--- src/rtl/ssd_scan_decoder.sv ---
// Seven-segment scan receiver: rebuilds the four displayed hex digits
// from the multiplexed anode/cathode lines once each dwell has settled.
module ssd_scan_decoder #(
    parameter int SETTLE_CYCLES  = 16,
    parameter int TIMEOUT_CYCLES = 1048576
) (
    input  logic        Clk,
    input  logic        Reset,
    input  logic [3:0]  An,
    input  logic [7:0]  Cath,
    output logic [15:0] Digits,
    output logic [3:0]  Digit_valid,
    output logic [3:0]  Dp_out,
    output logic        Frame_valid,
    output logic        Err,
    output logic [1:0]  Err_code,
    output logic        Stale
);
    localparam logic [7:0]  SETTLE  = 8'(SETTLE_CYCLES);
    localparam logic [20:0] TIMEOUT = 21'(TIMEOUT_CYCLES);

    logic [3:0]  r_an_q, r_an_d;
    logic [7:0]  r_cath_q, r_cath_d;
    logic [11:0] prev_q, prev_d;
    logic [7:0]  stab_q, stab_d;
    logic        hit_q, hit_d;
    logic [15:0] digits_q, digits_d;
    logic [3:0]  valid_q, valid_d;
    logic [3:0]  dp_q, dp_d;
    logic        frame_q, frame_d;
    logic        err_q, err_d;
    logic [1:0]  err_code_q, err_code_d;
    logic        stale_q, stale_d;
    logic [3:0]  seen_q, seen_d;
    logic [20:0] idle_q, idle_d;

    logic        stable;
    logic        qual;
    logic        capture;
    logic [3:0]  low;
    logic        multi;
    logic [1:0]  idx;
    logic [4:0]  dec;
    logic [3:0]  seen_nx;

    // Returns {match, value}; match is 0 for anything outside the hex table.
    function automatic logic [4:0] seg_decode(input logic [6:0] seg);
        logic [4:0] res;
        res = 5'b0;
        case (seg)
            7'b0000001: res = {1'b1, 4'h0};
            7'b1001111: res = {1'b1, 4'h1};
            7'b0010010: res = {1'b1, 4'h2};
            7'b0000110: res = {1'b1, 4'h3};
            7'b1001100: res = {1'b1, 4'h4};
            7'b0100100: res = {1'b1, 4'h5};
            7'b0100000: res = {1'b1, 4'h6};
            7'b0001111: res = {1'b1, 4'h7};
            7'b0000000: res = {1'b1, 4'h8};
            7'b0000100: res = {1'b1, 4'h9};
            7'b0001000: res = {1'b1, 4'hA};
            7'b1100000: res = {1'b1, 4'hB};
            7'b0110001: res = {1'b1, 4'hC};
            7'b1000010: res = {1'b1, 4'hD};
            7'b0110000: res = {1'b1, 4'hE};
            7'b0111000: res = {1'b1, 4'hF};
            default:    res = 5'b0;
        endcase
        return res;
    endfunction

    always_comb begin
        r_an_d     = An;
        r_cath_d   = Cath;
        prev_d     = {r_an_q, r_cath_q};
        digits_d   = digits_q;
        valid_d    = valid_q;
        dp_d       = dp_q;
        frame_d    = 1'b0;
        err_d      = 1'b0;
        err_code_d = err_code_q;
        stale_d    = stale_q;
        seen_d     = seen_q;
        idle_d     = idle_q;
        capture    = 1'b0;
        seen_nx    = seen_q;
        idx        = 2'd0;

        stable = ({r_an_q, r_cath_q} == prev_q);
        if (!stable)
            stab_d = 8'd1;
        else if (stab_q == SETTLE)
            stab_d = stab_q;
        else
            stab_d = stab_q + 8'd1;
        hit_d = (stab_q == SETTLE);
        qual  = (stab_q == SETTLE) && !hit_q;

        // prev_q holds the pattern that was actually stable for the window,
        // even if the pins moved again on the qualifying edge.
        low   = ~prev_q[11:8];
        multi = |(low & (low - 4'd1));
        for (int i = 3; i >= 0; i--) begin
            if (low[i])
                idx = 2'(i);
        end
        dec = seg_decode(prev_q[7:1]);

        if (qual && (|low)) begin
            if (multi) begin
                err_d      = 1'b1;
                err_code_d = 2'b10;
            end else begin
                capture = 1'b1;
                if (dec[4]) begin
                    digits_d[{idx, 2'b00} +: 4] = dec[3:0];
                    valid_d[idx] = 1'b1;
                    dp_d[idx]    = ~prev_q[0];
                end else if (prev_q[7:1] == 7'h7F) begin
                    digits_d[{idx, 2'b00} +: 4] = 4'h0;
                    valid_d[idx] = 1'b0;
                    dp_d[idx]    = ~prev_q[0];
                end else begin
                    err_d      = 1'b1;
                    err_code_d = 2'b01;
                end
                seen_nx = seen_q | (4'b0001 << idx);
                if (seen_nx == 4'hF) begin
                    frame_d = 1'b1;
                    seen_d  = 4'h0;
                end else begin
                    seen_d = seen_nx;
                end
            end
        end

        if (capture) begin
            idle_d  = 21'd0;
            stale_d = 1'b0;
        end else begin
            idle_d = (idle_q == TIMEOUT) ? idle_q : idle_q + 21'd1;
            if (idle_d == TIMEOUT) begin
                stale_d = 1'b1;
                valid_d = 4'h0;
                seen_d  = 4'h0;
            end
        end
    end

    always_ff @(posedge Clk) begin
        if (Reset) begin
            r_an_q     <= 4'hF;
            r_cath_q   <= 8'hFF;
            prev_q     <= 12'hFFF;
            stab_q     <= 8'd0;
            hit_q      <= 1'b0;
            digits_q   <= 16'h0;
            valid_q    <= 4'h0;
            dp_q       <= 4'h0;
            frame_q    <= 1'b0;
            err_q      <= 1'b0;
            err_code_q <= 2'b00;
            stale_q    <= 1'b1;
            seen_q     <= 4'h0;
            idle_q     <= 21'd0;
        end else begin
            r_an_q     <= r_an_d;
            r_cath_q   <= r_cath_d;
            prev_q     <= prev_d;
            stab_q     <= stab_d;
            hit_q      <= hit_d;
            digits_q   <= digits_d;
            valid_q    <= valid_d;
            dp_q       <= dp_d;
            frame_q    <= frame_d;
            err_q      <= err_d;
            err_code_q <= err_code_d;
            stale_q    <= stale_d;
            seen_q     <= seen_d;
            idle_q     <= idle_d;
        end
    end

    assign Digits      = digits_q;
    assign Digit_valid = valid_q;
    assign Dp_out      = dp_q;
    assign Frame_valid = frame_q;
    assign Err         = err_q;
    assign Err_code    = err_code_q;
    assign Stale       = stale_q;

endmodule

--- config.mk ---
export PLATFORM = sky130hd
export DESIGN_NAME = ssd_scan_decoder
export DESIGN_NICKNAME = d
export VERILOG_FILES = /design/src/rtl/ssd_scan_decoder.sv
export SDC_FILE = /design/constraint.sdc
export NUM_CORES = 1
export LEC_CHECK = 0
export ABC_CLOCK_PERIOD_IN_PS = 2100
export CELL_PAD_IN_SITES_DETAIL_PLACEMENT = 1
export CELL_PAD_IN_SITES_GLOBAL_PLACEMENT = 2
export CORE_UTILIZATION = 31
export CTS_CLUSTER_DIAMETER = 60
export CTS_CLUSTER_SIZE = 20
export DETAILED_ROUTE_END_ITERATION = 10
export PLACE_DENSITY = 0.76
export SYNTH_ARGS = -nofsm -noshare
export SYNTH_HDL_FRONTEND = slang
export SYNTH_SLANG_ARGS = --single-unit
--- constraint.sdc ---
create_clock -name Clk -period 2.1 [get_ports Clk]
set_input_delay 0.42 -clock Clk [delete_from_list [all_inputs] [get_ports Clk]]
set_output_delay 0.42 -clock Clk [all_outputs]
set_load 0.01 [all_outputs]
# Word level (Yosys, flattened, before mapping)
# Cells that the tools add are included.
[word_totals]
regBits = 87
inputBits = 14
out_inout_bits = 29
elab_cells = 113
[op_classes]
addsub = 4
n_lt_le_gt_ge = 2
eq_ne = 24
shifts = 4
n_mux = 39
bitwise = 10
reduce_logical = 15
[ops]
columns = ["operator", "n"]
rows = [
  ["case mux 5 bit (16 select lines)", 1],
  ["2-to-1 mux 4 bit", 13],
  ["== test 21 bit, second input constant", 2],
  ["== test 7 x 6 -> 1 bit, second input constant", 5],
  ["== test 7 bit, second input constant", 5],
  ["bitwise mux 16 bit", 2],
  ["2-to-1 mux 16 bit", 2],
  ["adder 21 x 1 -> 21 bit, second input constant", 1],
  ["2-to-1 mux 21 bit", 1],
  ["variable shift 4 x 6 -> 16 bit, first input constant", 1],
  ["indexed part select 4 x 6 -> 16 bit", 1],
  ["indexed part select 4 x 6 -> 16 bit, first input constant", 1],
  ["== test 7 x 3 -> 1 bit, second input constant", 2],
  ["== test 7 x 4 -> 1 bit, second input constant", 2],
  ["2-to-1 mux 2 bit", 7],
  ["== test 12 bit", 1],
  ["2-to-1 mux 1 bit", 11],
  ["adder 8 x 1 -> 8 bit, second input constant", 1],
  ["bitwise AND 4 bit", 2],
  ["== test 8 x 5 -> 1 bit, second input constant", 1],
  ["inverter 4 bit", 2],
  ["bitwise OR 4 bit", 2],
  ["OR reduction 4 bit", 2],
  ["== test 7 x 1 -> 1 bit, second input constant", 1],
  ["18 further kinds", 29],
]

# Logic depth before layout (Yosys ltp)
[logic_depth]
ltp_word = 17
mapped_depth = 10

# Least setup slack after synthesis
# No wires, ideal clock.
[synth_timing]
kind = "register to register"
startpoint = "register idle_q[2]"
endpoint = "register seen_q[0]"
arrival_time_ps = 2227
required_time_ps = 1984
path_slack_ps = -244
stages_incl_launch_ff = 9
n_path_buf = 2
period_less_slack_ps = 2344
cell_sequence = "dfxtp_1 -> buf_2 -> nand3_1 -> or3_1 -> clkbuf_1 -> o31a_1 -> a211oi_1 -> nand4_1 -> a41o_1"
[synth_between]
elab_chain_cells = 5
elab_cells_between_ends = 6
[synth_lines]
columns = ["item", "line", "rtl"]
rows = [
  ["start: declaration", "35", "logic [20:0] idle_q, idle_d;"],
  ["start signal: assignment", "180", "idle_q <= idle_d;"],
  ["adder 21 x 1 -> 21 bit or == test 21 bit (tied branches)", "141", "idle_d = (idle_q == TIMEOUT) ? idle_q : idle_q + 21'd1;"],
  ["2-to-1 mux 21 bit *", "141", ""],
  ["== test 21 bit *", "142", "if (idle_d == TIMEOUT) begin"],
  ["2-to-1 mux 4 bit *", "142", ""],
  ["2-to-1 mux 4 bit *", "137", "if (capture) begin"],
  ["end signal: assignment", "179", "seen_q <= seen_d;"],
  ["end: declaration", "34", "logic [3:0] seen_q, seen_d;"],
]
# Every way passes the cells marked *; elsewhere a longest branch is shown, timed or not.
# A chain may end at the register's enable or synchronous reset.

# Worst setup path after layout
[layout_timing]
startpoint = "register prev_q[1]"
endpoint = "register err_code_q[0], in the netlist Err_code[0]"
[layout_between]
elab_chain_cells = 4
elab_cells_between_ends = 21
[layout_lines]
columns = ["item", "line", "rtl"]
rows = [
  ["start: declaration", "24", "logic [11:0] prev_q, prev_d;"],
  ["start signal: assignment", "169", "prev_q <= prev_d;"],
  ["== test 7 x 6 -> 1 bit, or another cell as far along", "50", "case (seg)"],
  ["case mux 5 bit (16 select lines)", "50", ""],
  ["inequality test 2 bit (no source line)", "--", ""],
  ["AND reduction 3 bit (no source line) *", "--", ""],
  ["end signal: assignment", "177", "err_code_q <= err_code_d;"],
  ["end: declaration", "32", "logic [1:0] err_code_q, err_code_d;"],
]
# Marks and branches as above.

==> results.md <==
* Result of the run: finished, violations left
* Violated checks: negative setup slack
* Cell occurring most often along the worst timing path: sky130_fd_sc_hd__buf_6
* Critical Path Max Stage Delay at 500 ps
* Reported leakage power at around 2.4 nW
* Commonest cells in the netlist: sky130_fd_sc_hd__dfxtp_1 (87), sky130_fd_sc_hd__nor2_1 (71), sky130_fd_sc_hd__nand2_1 (30)
* Leading cell type by number of instances after synthesis: sky130_fd_sc_hd__dfxtp_1
* Setup crit start kind: register
* Number of synthesis warnings at 0
* Total count of hold-check failures in the final report at 0
* Hold WS at 460 ps
* Synthesized net count at 518
* Cell type contributing the most total cell area after synthesis: sky130_fd_sc_hd__dfxtp_1
* CTS tree: yes
* Achievable clock frequency at 424 MHz
* Leftover overflow at the end of global routing at 0
* Total number of clock tree sinks at 87
* Post-synthesis sequential element count at 87
* Pwr Density at 608 nW/µm²
* Part of the cycle the worst path needs at 112%
* Most Crowded Layer GR: met2
* Core footprint at 13,300 µm²
* Slowest-stage cell, CP: sky130_fd_sc_hd__or4b_4
* Maximum Capacitance Violations at 0
* Slack of the critical path at -261 ps
* Final setup vio count at 31
* Setup TNS at -4560 ps
* Data required time of the worst path at 2310 ps
* Family with the most delay on the worst path: simple AND/OR/NAND/NOR gates
* Number of buffer and inverter instances along the worst setup path at 2
* Post-synth EDFFs at 0
* Overall power at 3.80 mW
* Cell breakdown of the critical path: buf_6, and2_1, o211ai_1, a21o_1, or4b_4, buf_6, o2111a_1, nor4b_2, nor3_1
* # rows at 42
* Vias in the first global route at 4,257
* Unique masters post-synth at 61
* Post-route DRC violation count at 0
* Shortest clock period the worst path allows after layout at 2360 ps
* Fraction of layout cells with a size suffix above 1 at 33.3%
* Die Outline Area at 14,200 µm²
* Buffer cell driving the clock tree root: sky130_fd_sc_hd__clkbuf_16
* Layout Area Growth over Synthesis at 46.9%
* Cell area after synthesis at 4250 µm²
* Number of buffer cells added on primary ports at 42
* Normalized max-slew margin at between 50% and 60%
* Worst-margin pin slew at just under 700 ps
* Final Max Slew Viols at 0
* Vias after detailed routing at 4,121
* Maximum buffer depth of the clock tree at 2
* Wire length of the first global-routing pass at 22.0 mm
* Per-instance average area after synthesis at 8.50 µm²
* Placer Congestion at 0.807
* Floorplan die width at 119 µm
* Data arrival, critical path at 2570 ps
* Pin count of the biggest net entering global routing at 52
* Routed wire length per instance at between 15 and 20 µm
* Detailed-router iteration count before antenna repair at 5
* Io pins at 43
* Post-detailed-routing wire length at around 13 mm
* Maximum level of the CTS H-tree at 3
* Inserted Clock Buffers at 9
* Number of antenna violations at the first check in global routing at 0
* Sequential area share after synthesis at 41.0%
* Detailed-placement wirelength estimate at 9.70 mm
* Clock latency on the worst-skew pair at 350 ps
* Setup repair after global routing missed its margin: yes
* Clock-pin transition on the worst setup and hold timing paths at approximately 60 ps
* Global-route track usage on met3 at 3.30%
* Count of mapped cells out of synthesis at 500
* Die span in y at 119 µm
* Final setup skew at 8.38 ps
* Worst setup slack before clock tree synthesis at -358 ps
* Filler cell count at about 1,500
* Category of the worst setup path capture point: register
* Antenna violation net count after detailed routing at 0
* Number of standard cells in the final layout excluding fillers at about 800
* Total track usage at 19.7%
* Antenna diode count at 0
* Crit Path Max Fanout at 5
* Proportion of netlist area held by the largest area contributor at 41.0%
* Layout Nets at between 600 and 700
* Path type of the worst setup path: register to register
* Largest cells by area after synthesis: sky130_fd_sc_hd__dfxtp_1 (41%), sky130_fd_sc_hd__nor2_1 (6.3%), sky130_fd_sc_hd__xnor2_1 (5.8%), sky130_fd_sc_hd__or2_2 (3.7%), sky130_fd_sc_hd__mux2i_1 (3.5%)
* Worst ir drop on vdd at 0.363 mV
* Placed cell count at 780
* HP Class: register to register
* Number of buffers inserted for hold repair after clock tree synthesis at 0
* M1 GR Usage at 26.0%
* Effective utilization at floorplan at 32.0%
* DRT iter0 DRCs at 153
* Most used DFF post-synth: sky130_fd_sc_hd__dfxtp_1
* Via-to-Cell Ratio at ~5
* Share of synthesized flip-flops with an asynchronous set or reset at 0%
* Met2 layer usage reported by global route at a little under a third
## sequential cells by signal (all words and copies together), names as in the netlist
signal	flops
Err_code	2
Dp_out	4
Stale	1
Err	1
r_an_q	4
idle_q	21
Digits	16
Digit_valid	4
seen_q	4
stab_q	8
r_cath_q	8
Frame_valid	1
hit_q	1
prev_q	12
## metal layers
layer,up-vias,part of all wire (%)
li1,2017,-
met1,2025,47
met2,67,48
met3,12,3.1
met4,0,1.6
met5,-,0
## report_power, final
group          switching (mW)  total (mW)  internal (mW)
Sequential             0.0347        1.71           1.67
Combinational           0.161       0.333          0.172
Clock                   0.680        1.76           1.08
## worst paths after layout
check,startpoint,endpoint,slack [ps],cells past startpoint
hold reg to reg,Digits[1]$_SDFFE_PP0P_,Digits[1]$_SDFFE_PP0P_,460,2
setup / recovery,prev_q[1]$_SDFF_PP1_,Err_code[0]$_SDFFE_PP0P_,-260,9
hold / removal,Digits[1]$_SDFFE_PP0P_,Digits[1]$_SDFFE_PP0P_,460,2
setup reg to reg,prev_q[1]$_SDFF_PP1_,Err_code[0]$_SDFFE_PP0P_,-260,9
## layout make-up
type / count / area (µm²) / area share [%]
Tap cell: 176 / 220 / 3.53
Clock inverter: 5 / 81.3 / 1.30
Sequential cell: 87 / 1770 / 28.4
Clock buffer: 11 / 243 / 3.89
Multi-Input combinational cell: 371 / 2630 / 42.1
Timing Repair Buffer: 146 / 1260 / 20.2
Inverter: 10 / 37.5 / 0.601
## repair_timing
action                                  in CTS  in global routing
pin swaps                                   18                 19
setup buffers                                6                  4
endpoints found under the setup margin      32                 40
resized for setup                           53                 35
cloned                                       1                  0
## cells in the final DEF, fill, tap and decap left out, types with 8 or more instances in the layout
cell type	n
sky130_fd_sc_hd__buf_4	89
sky130_fd_sc_hd__dfxtp_1	75
sky130_fd_sc_hd__nor2_1	68
sky130_fd_sc_hd__clkdlybuf4s50_1	41
sky130_fd_sc_hd__nand2_1	28
sky130_fd_sc_hd__xnor2_1	28
sky130_fd_sc_hd__or2_2	25
sky130_fd_sc_hd__nor3_1	20
sky130_fd_sc_hd__nand3_1	15
sky130_fd_sc_hd__mux2i_1	15
sky130_fd_sc_hd__buf_6	14
sky130_fd_sc_hd__a21oi_1	11
sky130_fd_sc_hd__nand4_1	10
sky130_fd_sc_hd__xor2_1	10
sky130_fd_sc_hd__o21ai_0	9
sky130_fd_sc_hd__clkbuf_16	9
sky130_fd_sc_hd__inv_1	8
## cells by family (layout without fill, tap and decap cells)
family | count (synthesis) | after routing | synth area share (%)
AO/OA/AOI/OAI | 65 | 65 | 10.3
XOR/XNOR | 38 | 38 | 7.83
adder cells (fa/ha/maj) | 4 | 4 | 1.18
buffers and inverters | 42 | 172 | 4.18
flip-flops | 87 | 87 | 41.0
multiplexers | 16 | 16 | 3.80
AND/OR/NAND/NOR | 248 | 248 | 31.7
## tightest hold or removal path, cell delays in order (launching register included)
cell	delay [ps]
sky130_fd_sc_hd__dfxtp_1	310
sky130_fd_sc_hd__nand2_1	60
sky130_fd_sc_hd__o21ai_1	50
## through the flow
step           area (µm²)  utilization, %
3_3_place_gp         5500            41.4
4_1_cts              6070            45.7
2_1_floorplan        4320               -
5_1_grt              6250            47.0
3_5_place_dp         5500            41.4
6_report             6250            47.0
(Power assumes the default switching activity.)
